## src/rtl/dma_gic_pkg.sv

```systemverilog
// Shared constants for the DMA GIC interrupt receiver: line count, register
// offsets and the default per-line counter width.
package dma_gic_pkg;

  localparam int unsigned NUM_IRQ   = 3;
  localparam int unsigned CNT_W_DEF = 8;
  localparam int unsigned ADDR_W    = 5;
  localparam int unsigned DATA_W    = 32;

  localparam logic [ADDR_W-1:0] OFF_STATUS = 5'h00;
  localparam logic [ADDR_W-1:0] OFF_ENABLE = 5'h04;
  localparam logic [ADDR_W-1:0] OFF_MODE   = 5'h08;
  localparam logic [ADDR_W-1:0] OFF_COUNT  = 5'h0C;
  localparam logic [ADDR_W-1:0] OFF_RAW    = 5'h10;

  // Word match on a byte address; the two byte-lane bits are ignored.
  function automatic logic addr_hit(input logic [ADDR_W-1:0] addr,
                                    input logic [ADDR_W-1:0] off);
    return addr[ADDR_W-1:2] == off[ADDR_W-1:2];
  endfunction

endpackage

```

## src/rtl/dma_pcie_gic_if.sv

```systemverilog
// Interrupt lines from the DMA engine, synchronous to the receiver clock.
interface dma_pcie_gic_if;
  import dma_gic_pkg::*;

  logic [NUM_IRQ-1:0] interrupt;

  modport s (input interrupt);
  modport m (output interrupt);
endinterface

```

## src/rtl/dma_gic_irq_line.sv

```systemverilog
// One interrupt line: input staging, rising-edge detect, sticky pending bit
// and a saturating, read-clearable event counter.
module dma_gic_irq_line #(
  parameter int unsigned CNT_W = dma_gic_pkg::CNT_W_DEF
) (
  input  logic             clk,
  input  logic             rst,
  input  logic             irq_i,
  input  logic             mode_i,
  input  logic             pend_clr_i,
  input  logic             cnt_clr_i,
  output logic             s1_o,
  output logic             pend_o,
  output logic [CNT_W-1:0] cnt_o
);

  localparam logic [CNT_W-1:0] CNT_MAX = '1;

  logic             s1_q;
  logic             prev_q;
  logic             pend_q;
  logic             pend_d;
  logic             rise;
  logic             set;
  logic [CNT_W-1:0] cnt_q;
  logic [CNT_W-1:0] cnt_d;

  assign rise = s1_q & ~prev_q;
  assign set  = mode_i ? rise : s1_q;

  // Set beats a coincident clear; a rise during a read-clear counts as one.
  always_comb begin
    pend_d = pend_q;
    cnt_d  = cnt_q;
    if (pend_clr_i) begin
      pend_d = 1'b0;
    end
    if (set) begin
      pend_d = 1'b1;
    end
    if (cnt_clr_i) begin
      cnt_d = rise ? CNT_W'(1) : '0;
    end else if (rise && (cnt_q != CNT_MAX)) begin
      cnt_d = cnt_q + CNT_W'(1);
    end
  end

  always_ff @(posedge clk) begin
    if (rst) begin
      s1_q   <= 1'b0;
      prev_q <= 1'b0;
      pend_q <= 1'b0;
      cnt_q  <= '0;
    end else begin
      s1_q   <= irq_i;
      prev_q <= s1_q;
      pend_q <= pend_d;
      cnt_q  <= cnt_d;
    end
  end

  assign s1_o   = s1_q;
  assign pend_o = pend_q;
  assign cnt_o  = cnt_q;

endmodule

```

## src/rtl/dma_gic_irq_rx.sv

```systemverilog
// DMA GIC interrupt receiver: per-line capture, register file and the
// masked level interrupt to the processor.
module dma_gic_irq_rx
  import dma_gic_pkg::*;
#(
  parameter int unsigned        CNT_W    = CNT_W_DEF,
  parameter logic [NUM_IRQ-1:0] MODE_RST = 3'b111
) (
  input  logic              clk,
  input  logic              rst,
  dma_pcie_gic_if.s         gic,
  input  logic              reg_wr_en,
  input  logic              reg_rd_en,
  input  logic [ADDR_W-1:0] reg_addr,
  input  logic [DATA_W-1:0] reg_wdata,
  output logic [DATA_W-1:0] reg_rdata,
  output logic              reg_rd_vld,
  output logic              irq_o
);

  logic [NUM_IRQ-1:0]       s1;
  logic [NUM_IRQ-1:0]       pend;
  logic [NUM_IRQ-1:0]       pend_clr;
  logic [NUM_IRQ*CNT_W-1:0] cnt_vec;
  logic                     cnt_clr;

  logic [NUM_IRQ-1:0] enable_q;
  logic [NUM_IRQ-1:0] enable_d;
  logic [NUM_IRQ-1:0] mode_q;
  logic [NUM_IRQ-1:0] mode_d;
  logic [DATA_W-1:0]  rd_mux;
  logic [DATA_W-1:0]  rdata_q;
  logic [DATA_W-1:0]  rdata_d;
  logic               rd_vld_q;
  logic               rd_vld_d;
  logic               irq_q;
  logic               irq_d;
  logic               unused_bits;

  assign unused_bits = ^{reg_addr[1:0], reg_wdata[DATA_W-1:NUM_IRQ]};

  assign pend_clr = (reg_wr_en && addr_hit(reg_addr, OFF_STATUS)) ?
                    reg_wdata[NUM_IRQ-1:0] : '0;
  assign cnt_clr  = reg_rd_en && addr_hit(reg_addr, OFF_COUNT);

  for (genvar i = 0; i < NUM_IRQ; i++) begin : g_line
    dma_gic_irq_line #(.CNT_W(CNT_W)) u_line (
      .clk        (clk),
      .rst        (rst),
      .irq_i      (gic.interrupt[i]),
      .mode_i     (mode_q[i]),
      .pend_clr_i (pend_clr[i]),
      .cnt_clr_i  (cnt_clr),
      .s1_o       (s1[i]),
      .pend_o     (pend[i]),
      .cnt_o      (cnt_vec[i*CNT_W +: CNT_W])
    );
  end

  // Reads sample pre-write register contents, so a same-cycle write is invisible.
  always_comb begin
    enable_d = enable_q;
    mode_d   = mode_q;
    rd_mux   = '0;
    if (reg_wr_en && addr_hit(reg_addr, OFF_ENABLE)) begin
      enable_d = reg_wdata[NUM_IRQ-1:0];
    end
    if (reg_wr_en && addr_hit(reg_addr, OFF_MODE)) begin
      mode_d = reg_wdata[NUM_IRQ-1:0];
    end
    if (addr_hit(reg_addr, OFF_STATUS)) begin
      rd_mux = DATA_W'(pend);
    end else if (addr_hit(reg_addr, OFF_ENABLE)) begin
      rd_mux = DATA_W'(enable_q);
    end else if (addr_hit(reg_addr, OFF_MODE)) begin
      rd_mux = DATA_W'(mode_q);
    end else if (addr_hit(reg_addr, OFF_COUNT)) begin
      rd_mux = DATA_W'(cnt_vec);
    end else if (addr_hit(reg_addr, OFF_RAW)) begin
      rd_mux = DATA_W'(s1);
    end
    rdata_d  = reg_rd_en ? rd_mux : '0;
    rd_vld_d = reg_rd_en;
    irq_d    = |(pend & enable_q);
  end

  always_ff @(posedge clk) begin
    if (rst) begin
      enable_q <= '0;
      mode_q   <= MODE_RST;
      rdata_q  <= '0;
      rd_vld_q <= 1'b0;
      irq_q    <= 1'b0;
    end else begin
      enable_q <= enable_d;
      mode_q   <= mode_d;
      rdata_q  <= rdata_d;
      rd_vld_q <= rd_vld_d;
      irq_q    <= irq_d;
    end
  end

  assign reg_rdata  = rdata_q;
  assign reg_rd_vld = rd_vld_q;
  assign irq_o      = irq_q;

endmodule
```

## src/flat_wrapper.sv

```systemverilog
// flat-port wrapper written by rule: the top's interface ports become plain ports
module dma_gic_irq_rx_flat import dma_gic_pkg::*;
#(
  parameter int unsigned        CNT_W    = CNT_W_DEF,
  parameter logic [NUM_IRQ-1:0] MODE_RST = 3'b111
)
  (clk, rst, reg_wr_en, reg_rd_en, reg_addr, reg_wdata, reg_rdata, reg_rd_vld, irq_o, gic_interrupt);
  dma_pcie_gic_if gic_i ();
  input  logic clk;
  input  logic rst;
  input  logic reg_wr_en;
  input  logic reg_rd_en;
  input  logic [ADDR_W-1:0] reg_addr;
  input  logic [DATA_W-1:0] reg_wdata;
  output logic [DATA_W-1:0] reg_rdata;
  output logic reg_rd_vld;
  output logic irq_o;
  input wire logic [$bits(gic_i.interrupt)-1:0] gic_interrupt;
  assign gic_i.interrupt = gic_interrupt;
  dma_gic_irq_rx #(.CNT_W(CNT_W), .MODE_RST(MODE_RST)) u_core (.clk(clk), .rst(rst), .gic(gic_i), .reg_wr_en(reg_wr_en), .reg_rd_en(reg_rd_en), .reg_addr(reg_addr), .reg_wdata(reg_wdata), .reg_rdata(reg_rdata), .reg_rd_vld(reg_rd_vld), .irq_o(irq_o));
endmodule
```

## config.mk

```make
export PLATFORM = sky130hd
export DESIGN_NAME = dma_gic_irq_rx_flat
export DESIGN_NICKNAME = d
export VERILOG_FILES = /design/src/rtl/dma_gic_pkg.sv /design/src/rtl/dma_pcie_gic_if.sv /design/src/rtl/dma_gic_irq_line.sv /design/src/rtl/dma_gic_irq_rx.sv /design/src/flat_wrapper.sv
export SDC_FILE = /design/constraint.sdc
export NUM_CORES = 1
export LEC_CHECK = 0
export BUFFER_PORTS_ARGS = -buffer_cell sky130_fd_sc_hd__clkbuf_2
export CAP_MARGIN = 20
export CORE_UTILIZATION = 38
export CTS_CLUSTER_SIZE = 12
export DETAILED_ROUTE_END_ITERATION = 12
export GPL_TIMING_DRIVEN = 0
export PLACE_DENSITY = 0.72
export SLEW_MARGIN = 0
export SYNTH_ARGS = -nofsm -noshare
export SYNTH_HDL_FRONTEND = slang
export SYNTH_SLANG_ARGS = --single-unit
```

## constraint.sdc

```tcl
create_clock -name clk -period 3.1 [get_ports clk]
set_input_delay 0.465 -clock clk [delete_from_list [all_inputs] [get_ports clk]]
set_output_delay 0.465 -clock clk [all_outputs]
set_load 0.01 [all_outputs]
```

==> flow_summary.toml <==
[yosys]
yosysTopAreaCell = "dfxtp_1"
avgSynthCellArea_sq_um = 9.70
syn_area_sq_um = 2690
synth.distinct_cells = 50
synthArstFlopShare_pct = 0
synth_seq_cells = 65
yosysWarnings = 0
synthCells = 277
ys.flop_type = "dfxtp_1"
synth-edff-count = 0
synth_top_area_share_pct = 48.4
yosysMostFrequentCell = "dfxtp_1"
ys_top_cells_by_area = "dfxtp_1, and2_1, mux2i_1, nor2_1, buf_4"
synth_common_cells = "dfxtp_1, and2_1, nor2_1"
yosysSeqAreaShare_pct = 48.4

[power]
p_int_mw = 1.43
seqPwrFrac_pct = 48.2
power.leakage_nw = 1.38
p_sw_uw = 369
power_density_nw_per_um2 = 555
ir_drop_v = 0.000260
swShare_pct = 20.5
p_clk_share_pct = 46.3
p_comb_share_pct = 5.6

[sta]
setup_viol_count_final = 0
skew_ns = 0.00681
fin_crit_ns = 1.63
tightest_slew_ns = 0.518
fmax_mhz = 615
setup_tns_ns = 0
slew_headroom_pct = 65.5
whs_ns = 0.344
rsz0062_at_grt = "no"
fin_ws_ns = 1.47
fin_crit_sh_pct = 52.5
finalMaxSlewViolations = 0
hold_viol_final = 0

[critical_path]
crit_chain = "ha_1 -> nand4_1 -> o21ai_0 -> mux2i_1 -> nor2_1"
slowest_delay_ns = 0.38
crit_buf_inv = 0
cp_max_fo = 7
cp_top_family = "flip-flops"
critPathLaunchType = "flip-flop"
crit_slowest_cell = "dfxtp_1"
worstPathArrival_ns = 1.83
end_kind = "flip-flop"
crit_type = "flip-flop to flip-flop"
cp_data_required_time_ns = 3.30

[cts]
ctsLongestPathBuffers = 2
worstSkewPairLatency_ns = 0.33
cts.sinks = 65
cts_root_buffer = "clkbuf_8"
clkSlewWorstSetupHoldPaths_ns = 0.07
cts_setup_buffers = 0
hold_buffers = 0
htreeDepth = 3
numCtsBuffers = 9
cts_tree = "done"
cts-resized-gates = 0

[drt]
drc = 0
ant_nets = 0
drtIter0Drc = 64
wire_per_inst_microns = 11.6
vias = 2042
viasPerCell = 4.75
totalWireLength_mm = 5.00
drt-pass1-iter-count = 4

[placement]
dp_hpwl_mm = 3.63
place_ws_ns = 1.36
io_buffers = 35
place.gp.congestion = 0.795

[cells_and_area]
num_antenna_cells = 0
syn2layout_area_growth_pct = 20.3
drive_above_1_share_pct = 21.9
fin_util_pct = 47.3
final_nets = 377
fillers = 693
regArea_sq_um = 1300
multi_input_area_sq_um = 1280

[floorplanning]
dieArea_sq_um = 7410
die_w_microns = 86.1
fp.coreArea_sq_um = 6830
rows = 30
ios = 78
dieHeight_microns = 86.1
start_util_pct = 39.3

[status]
status = "finished, final reports clean"

[global_route]
met2_usage_pct = 22.4
grt.total_usage_pct = 14.4
antenna_found_initial = 0
gr-total-overflow = 0
grt_pass1_wl_mm = 8.23
top_usage_layer = "met2"
grt_use_met1_pct = 18.2
grt_pass1_vias = 1813
grt_max_degree = 11
met3_usage_pct = 3.46

[min_path]
hold_path.class = "input port to flip-flop"

[job]
drv_cap = 0
-- per-stage QoR --
step | std cells | cell area [sq um] | power [mW]
6_report | 430 | 3230 | 1.79
5_1_grt | 430 | 3230 | 1.86
4_1_cts | 430 | 3230 | 1.81
3_5_place_dp | 415 | 3010 | 0.983
3_3_place_gp | 415 | 3010 | 0.980
2_1_floorplan | 284 | 2710 | 0.953
-- path summary, 6_finish.rpt --
check,start,to,slack (ns),depth (start not counted)
max,u_core.g_line[2].u_line.cnt_o[0],u_core.g_line[2].u_line.cnt_o[1],1.47,5
min,gic_interrupt[2],u_core.g_line[2].u_line.s1_o,0.34,2
max reg2reg,u_core.g_line[2].u_line.cnt_o[0],u_core.g_line[2].u_line.cnt_o[1],1.47,5
min reg2reg,u_core.g_line[1].u_line.cnt_o[6],u_core.g_line[1].u_line.cnt_o[6],0.50,2
-- power groups by stage --
stage	logic, mW	clock network [mW]	registers, mW
finish	0.100	0.830	0.864
global route	0.110	0.884	0.865
CTS	0.101	0.846	0.864
detailed placement	0.0992	0	0.883
global placement	0.0974	0	0.883
floorplan	0.0733	0	0.880
-- layer usage --
layer / wire length [microns] / vias to the layer above / share of wire, %
li1: - / 1056 / -
met1: 2450 / 927 / 49
met2: 2240 / 49 / 45
met3: 204 / 10 / 4.1
met4: 108 / 0 / 2.2
met5: 0 / - / 0
-- sequential cells by signal, indices dropped and copies added, names as in the netlist --
signal                       flops
u_core.g_line.u_line.cnt_o      24
u_core.mode_q                    3
u_core.reg_rd_vld                1
u_core.g_line.u_line.prev_q      3
u_core.irq_o                     1
u_core.reg_rdata                24
u_core.g_line.u_line.pend_o      3
u_core.g_line.u_line.s1_o        3
u_core.enable_q                  3
-- cell families after synthesis --
family | count (synthesis) | share of synthesized area (%)
simple gates | 122 | 27.1
flops | 65 | 48.4
compound gates | 44 | 11.3
buf+inv | 23 | 4.80
mux | 13 | 4.84
xor+xnor | 6 | 1.96
fa+ha+maj | 3 | 1.40
other cells | 1 | 0.140
-- layout by cell type, fill, tap and decap left out, drive strengths merged, types with 2 or more instances in the layout --
| cell | synthesis | layout |
|---|---|---|
| and2b | 3 | 3 |
| or4 | 4 | 4 |
| a211oi | 2 | 2 |
| o31ai | 3 | 3 |
| o211ai | 6 | 6 |
| nand3 | 10 | 10 |
| nor3b | 2 | 2 |
| nand3b | 4 | 4 |
| inv | 7 | 7 |
| nand4 | 4 | 4 |
| a21oi | 8 | 8 |
| xor2 | 6 | 6 |
| o21ai | 9 | 9 |
| mux2i | 13 | 13 |
| buf | 12 | 12 |
| o21a | 5 | 5 |
| and3 | 6 | 6 |
| a22oi | 3 | 3 |
| and2 | 24 | 24 |
| bufinv | 0 | 3 |
| nor2b | 5 | 5 |
| nor2 | 22 | 22 |
| o22a | 3 | 3 |
| nor3 | 5 | 5 |
| or3 | 3 | 3 |
| dfxtp | 65 | 65 |
| nand2b | 6 | 6 |
| clkbuf | 4 | 51 |
| conb | 1 | 8 |
| ha | 3 | 3 |
| nand2 | 19 | 19 |
-- cell type report --
type	instances	share of cell area [%]
plain buffers	16	3.17
clock buffers	12	4.18
clock inverters	3	2.79
inverters	7	0.812
multi-input cells	196	39.7
flip-flops and latches	65	40.2
well taps	96	3.71
repair buffers	35	5.42
Note: power is estimated with default switching activity, not from simulation.
